File: src/rtl/mux2k_lut_reg.sv
// mux2k_lut_reg: 2^SEL_BITS-input mux split into 1/2/4 groups, each output combinational or registered.
// Latency: 0 cycles combinational, 1 cycle registered; `MUXLUT_PIPE_EN adds an input stage (+1 cycle).
// Backpressure: none; CE stalls the registers, SR loads SR_INIT and overrides CE.
module mux2k_lut_reg #(
   parameter int SEL_BITS     = 3,
   parameter int NoConfigBits = 4
) (
   input  logic                     UserCLK,
   input  logic                     resetn,
   input  logic [(1<<SEL_BITS)-1:0] I,
   input  logic [SEL_BITS-1:0]      S,
   input  logic                     CE,
   input  logic                     SR,
   output logic [3:0]               M,
   input  logic [NoConfigBits-1:0]  ConfigBits
);
   localparam int N = 1 << SEL_BITS;
   // Largest split that still leaves at least one select bit per group.
   localparam logic [1:0] MODE_MAX = (SEL_BITS > 2) ? 2'd2 : 2'd1;

   logic [1:0]          mode_raw;
   logic [1:0]          m_eff;
   logic                reg_en;
   logic                sr_init;
   logic [3:0]          act;
   logic [2:0]          grp_shift;
   logic [SEL_BITS-1:0] lo_mask;
   logic [N-1:0]        i_mux;
   logic [SEL_BITS-1:0] s_mux;
   logic [3:0]          mux_val;
   logic [3:0]          r_q;

   assign mode_raw = ConfigBits[1:0];
   assign reg_en   = ConfigBits[2];
   assign sr_init  = ConfigBits[3];
   assign m_eff    = (mode_raw > MODE_MAX) ? MODE_MAX : mode_raw;

   always_comb begin
      act = 4'b0001;
      case (m_eff)
         2'd0:    act = 4'b0001;
         2'd1:    act = 4'b0011;
         default: act = 4'b1111;
      endcase
   end

`ifdef MUXLUT_PIPE_EN
   logic [N-1:0]        i_q;
   logic [SEL_BITS-1:0] s_q;

   always_ff @(posedge UserCLK or negedge resetn) begin
      if (!resetn) begin
         i_q <= '0;
         s_q <= '0;
      end else if (CE) begin
         i_q <= I;
         s_q <= S;
      end
   end

   assign i_mux = i_q;
   assign s_mux = s_q;
`else
   assign i_mux = I;
   assign s_mux = S;
`endif

   // Group g owns slice I[g*L +: L]; low select bits pick within it, upper ones drop out.
   assign grp_shift = 3'(SEL_BITS) - {1'b0, m_eff};
   assign lo_mask   = {SEL_BITS{1'b1}} >> m_eff;

   for (genvar g = 0; g < 4; g++) begin : g_grp
      logic [SEL_BITS-1:0] idx;
      assign idx        = (SEL_BITS'(g) << grp_shift) | (s_mux & lo_mask);
      assign mux_val[g] = act[g] & i_mux[idx];
   end

   always_ff @(posedge UserCLK or negedge resetn) begin
      if (!resetn) begin
         r_q <= '0;
      end else if (SR) begin
         r_q <= {4{sr_init}} & act;
      end else if (CE) begin
         r_q <= mux_val;
      end
   end

   // Masking on the output keeps stale register bits hidden after a mode change.
   assign M = reg_en ? (r_q & act) : mux_val;

endmodule

File: config.mk
export PLATFORM = sky130hd
export DESIGN_NAME = mux2k_lut_reg
export DESIGN_NICKNAME = d
export VERILOG_FILES = /design/src/rtl/mux2k_lut_reg.sv
export SDC_FILE = /design/constraint.sdc
export NUM_CORES = 1
export LEC_CHECK = 0
export ABC_AREA = 1
export BUFFER_PORTS_ARGS = -buffer_cell sky130_fd_sc_hd__buf_2
export CAP_MARGIN = 10
export CELL_PAD_IN_SITES_DETAIL_PLACEMENT = 0
export CELL_PAD_IN_SITES_GLOBAL_PLACEMENT = 2
export CORE_ASPECT_RATIO = 0.7
export CORE_MARGIN = 4
export CORE_UTILIZATION = 22
export CTS_BUF_LIST = sky130_fd_sc_hd__clkbuf_2 sky130_fd_sc_hd__clkbuf_4 sky130_fd_sc_hd__clkbuf_8
export DETAILED_ROUTE_END_ITERATION = 10
export PLACE_DENSITY = 0.85
export SYNTH_ARGS = -nofsm -noshare
export SYNTH_HDL_FRONTEND = slang
export SYNTH_SLANG_ARGS = --single-unit
File: constraint.sdc
create_clock -name UserCLK -period 1.54 [get_ports UserCLK]
set_clock_uncertainty 0.15 [all_clocks]
set_input_delay 0.077 -clock UserCLK [delete_from_list [all_inputs] [get_ports UserCLK]]
set_output_delay 0.077 -clock UserCLK [all_outputs]
set_load 0.02 [all_outputs]
Yosys cells after proc, flatten, opt, wreduce, memory -nomap -nowiden
Cells that the tools add are included.
Widths: inputs -> output; s select.
Operators by class
  equality and inequality tests: 1
  bitwise gates (word level): 11
  reductions and logical operators: 2
  shifts and indexed selects: 5
  order comparisons: 5
  add/sub/neg operators: 1
  mux-type cells: 13
Operators with widths (number)
  $lt 3x4->1 const B: 4
  $bmux 1 s3: 4
  $mux 4: 3
  $or 3x3->3: 4
  $and 4x4->4: 2
  $pmux 4 s2: 1
  $shl 1x3->3 const A: 2
  $shl 2x3->3 const A: 2
  $and 1x1->1: 4
  $mux 1: 4
  $and 3x3->3: 1
  $shr 3x2->3 const A: 1
  $sub 2x2->3 const A: 1
  $eq 2x1->1 const B: 1
  $gt 2x2->1 const B: 1
  $logic_not 2->1: 1
  $mux 2: 1
  $reduce_bool 2->1: 1
Word-level totals
  input port bits: 19
  word-level logic and storage cells: 39
  output and inout port bits: 4
  register bits: 4

Logic depth before layout (Yosys ltp)
  word-level depth: 10
  depth in mapped cells: 9
  depth with buffers taken out: 9

Worst setup path before layout
No wires, ideal clock.
  path kind: register to output
  from: reg r_q[3]
  to: out M[3]
  buffers on the path: 0
  cell stages (with the launch flop): 3
  setup slack: 0.427 ns
  data arrival time: 0.886 ns
  data required time: 1.313 ns
  cells stage by stage: dfrtp_1 -> inv_1 -> o31ai_1
Between the ends
  longest elaborated chain between the ends: 2
Ends and longest elaborated chain
  start: declaration: RTL line 31  | logic [3:0] r_q;
  start signal: assignment: RTL line 82  | r_q <= {4{sr_init}} & act;
  start signal: assignment: RTL line 84  | r_q <= mux_val;
  $and 4x4->4: RTL line 89  | assign M = reg_en ? (r_q & act) : mux_val;
  $mux 4: RTL line 89
  end: declaration: RTL line 14  | output logic [3:0] M,
Every way passes these cells.

Worst setup path after layout
  from: in ConfigBits[1]
  to: out M[0]
Between the ends
  longest elaborated chain between the ends: 9
  elaborated cells on any way between the ends: 11
  classes of those cells: add/sub (1); order compare (1); shift (2); mux (4); bitwise (3)
Ends and longest elaborated chain
  start: declaration: RTL line 15  | input logic [NoConfigBits-1:0] ConfigBits
  $gt 2x2->1: RTL line 36  | assign m_eff = (mode_raw > MODE_MAX) ? MODE_MAX : mode_raw;
  $mux 2 (*): RTL line 36
  $sub 2x2->3 or $shr 3x2->3 (tied branches): RTL line 69, 70
  $shl 1x3->3 or $and 3x3->3 (tied branches): RTL line 74  | assign idx = (SEL_BITS'(g) << grp_shift) | (s_mux & lo_mask);
  $or 3x3->3 (*): RTL line 74
  $bmux 1 s3 (*): RTL line 75  | assign mux_val[g] = act[g] & i_mux[idx];
  $mux 1 (implied by the code) (*): RTL line 75
  $and 1x1->1 (*): RTL line 75
  $mux 4 (*): RTL line 89
Every way passes the cells marked *; elsewhere a longest branch is shown, timed or not. The select of a mux whose other input is x is not followed.

==> summary.md <==
| Metric | Value |
|---|---|
| Max reg flops | `4` |
| Initial antenna violation count | `0` |
| Leak | `0.354 nW` |
| CTS root buf | `clkbuf_4` |
| Layout Nets | `about 120` |
| GP Congestion | `0.807` |
| Vias/cell | `4.35` |
| HP Class | `input pin to register` |
| Synth unique cells | `17` |
| Post-DR wirelength/cell | `9.80 um` |
| Post-cts resize count | `0` |
| Placed cells | `approximately 120` |
| Synth area leaders | `dfrtp_1 (23%), nand2_1 (18%), nand3_1 (10%), inv_1 (8.6%), nand2_2 (8.6%)` |
| Share of cells above drive strength 1 | `0.366` |
| Drt pass-1 iters | `4` |
| Routed wire length | `between 1000 and 1500 um` |
| Failing checks | `negative hold slack` |
| Hold WS | `-2.43 ps` |
| Register area share after synthesis | `0.231` |
| Cells after Synth | `74` |
| Count of state elements after synthesis | `4` |
| Final Setup Violations | `0` |
| Status | `finished with violations` |
| Pre-CTS WS | `around 230 ps` |
| Max FO, Critical Path | `11` |
| Crit path kind | `input pin to output pin` |
| # IOs | `23` |
| Total gr overflow | `0` |
| 1st-iter DRT viols | `21` |
| Leading area contributor after synthesis | `dfrtp_1` |
| GR Util All Layers | `0.0935` |
| Max Cap Viol | `0` |
| Least-Margin Pin Slew | `220 ps` |
| Synth Warn # | `0` |
| Core area | `1870 um^2` |
| Post-synth top area share | `0.231` |
| Die Ht | `between 40 and 50 um` |
| Worst Setup End Kind | `output pin` |
| Number of CTS-inserted buffers | `3` |
| CP required | `1310 ps` |
| Worst-Skew Late Latency | `240 ps` |
| Fin crit share | `0.840` |
| Port Buf Inserts | `22` |
| First-pass GRT wire length | `1900 um` |
| Pwr per Cell Area | `656 nW/um^2` |
| Syn Nets | `93` |
| Largest net degree at the start of global routing | `12` |
| Antenna-violating nets left | `0` |
| Sum of negative setup slack | `0 ps` |
| Slew HR | `0.853` |
| DP HPWL | `1080 um` |
| CTS tree | `done` |
| Tmin final | `1290 ps` |
| Crit path launch type | `input pin` |
| Finished Core Util | `0.328` |
| Setup Buffers After CTS | `0` |
| Clock slew at reported path FFs | `40 ps` |
| Diode count | `0` |
| Number of global-route vias before repair | `474` |
| Vias | `535` |
| Area grow syn2layout | `41.5%` |
| Die Width | `61.1 um` |
| CTS max path bufs | `2` |
| DIE AREA | `between 2000 and 3000 um^2` |
| Worst IR drop on VDD | `~0.21 mV` |
| Final hold vios | `1` |
| Post-route DRC violation count | `0` |
| Largest regs | `r_q (4)` |
| CTS sink count | `4` |
| Syn avg cell area | `just under 6 um^2` |
| # rows | `13` |
| Final worst setup slack | `246 ps` |
| Post-route insts no fill | `roughly 120` |
| Initial core utilization | `0.232` |
| H-tree depth | `1` |
| Setup repair after global routing missed its margin | `false` |
| Max Freq | `773 MHz` |
| Largest reg by FF count | `r_q` |
| Post-Synthesis Cell Area | `434 um^2` |
| Worst path arrival time | `1070 ps` |
| Count of pins over their slew limit | `0` |
[logic make-up (layout without fill, tap and decap cells)]
group | count (synthesis) | after routing | synth area share
buf+inv | 13 | 40 | 0.121
flops | 4 | 4 | 0.231
compound gates | 9 | 9 | 0.127
simple gates | 48 | 48 | 0.522
[cell usage in the layout, fill, tap and decap left out, drive strengths merged]
cell and instances:
clkbuf 3, a22oi 1, nor2 10, a21oi 2, buf 23, dlygate4sd3 2
dfrtp 4, o211ai 1, inv 12, nand2 27, nand3 11, a21boi 1
o21ai 3, o31ai 1
[critical path: stages]
cell and delay, ps:
buf_2 170, nor2_1 220, inv_1 90, nand2_1 90, nand2_2 70, nand3_2 60, nand2_2 50, nand2_1 50
nand2_1 40, buf_2 150
[synthesized netlist by cell type]
library cell,number
inv_2,2
nand2_1,21
inv_1,10
o211ai_1,1
nor2_1,9
o31ai_1,1
o21ai_0,2
nand3_2,2
a21boi_0,1
nor2_4,1
a21oi_1,2
nand2_2,6
o21ai_1,1
nand3_1,9
buf_4,1
a22oi_1,1
dfrtp_1,4
[final timing paths]
path                               start      to  slack [ps]  cells past startpoint
setup / recovery           ConfigBits[1]    M[0]         250                     10
hold / removal                        CE  r_q[0]          -2                      5
max in group asynchronous         resetn  r_q[3]        1080                      2
hold reg to reg                   r_q[0]  r_q[0]         360                      2
min in group asynchronous         resetn  r_q[0]          30                      2
setup reg to reg                  r_q[0]  r_q[0]         670                      2
[metal layers]
layer,track usage,wire length (um)
met1,0.121,564
met2,0.148,532
met3,0.0314,109
met4,0.0260,0
met5,0,0
[metrics by stage]
stage | hold WS [ps] | total power [W] | area [um^2]
floorplan | -369 | 0.000211 | 434
global placement | -265 | 0.000267 | 572
detailed placement | -256 | 0.000268 | 572
CTS | 22.5 | 0.000411 | 624
global route | 29.2 | 0.000432 | 614
finish | -2.43 | 0.000403 | 614
[report_power, final]
group	internal [W]	switching, W	total, W	leakage, nW
sequential	0.000117	0.00000557	0.000123	0.0490
clock	0.0000875	0.0000471	0.000135	0.0138
combinational	0.0000595	0.0000860	0.000146	0.292
[cell type report]
type / count / area, um^2
inverter: 12 / 45.0
clock buffer: 3 / 22.5
fill: 219 / 1260
multi-input combinational: 57 / 282
timing repair buffer: 25 / 138
tap: 22 / 27.5
sequential: 4 / 100
[what timing repair did]
item                                   in CTS  in global routing
setup endpoints to repair                   0                  1
endpoints found under the hold margin       5                  0
hold buffers                                3                  0
Power figures use the tool's default switching activity.
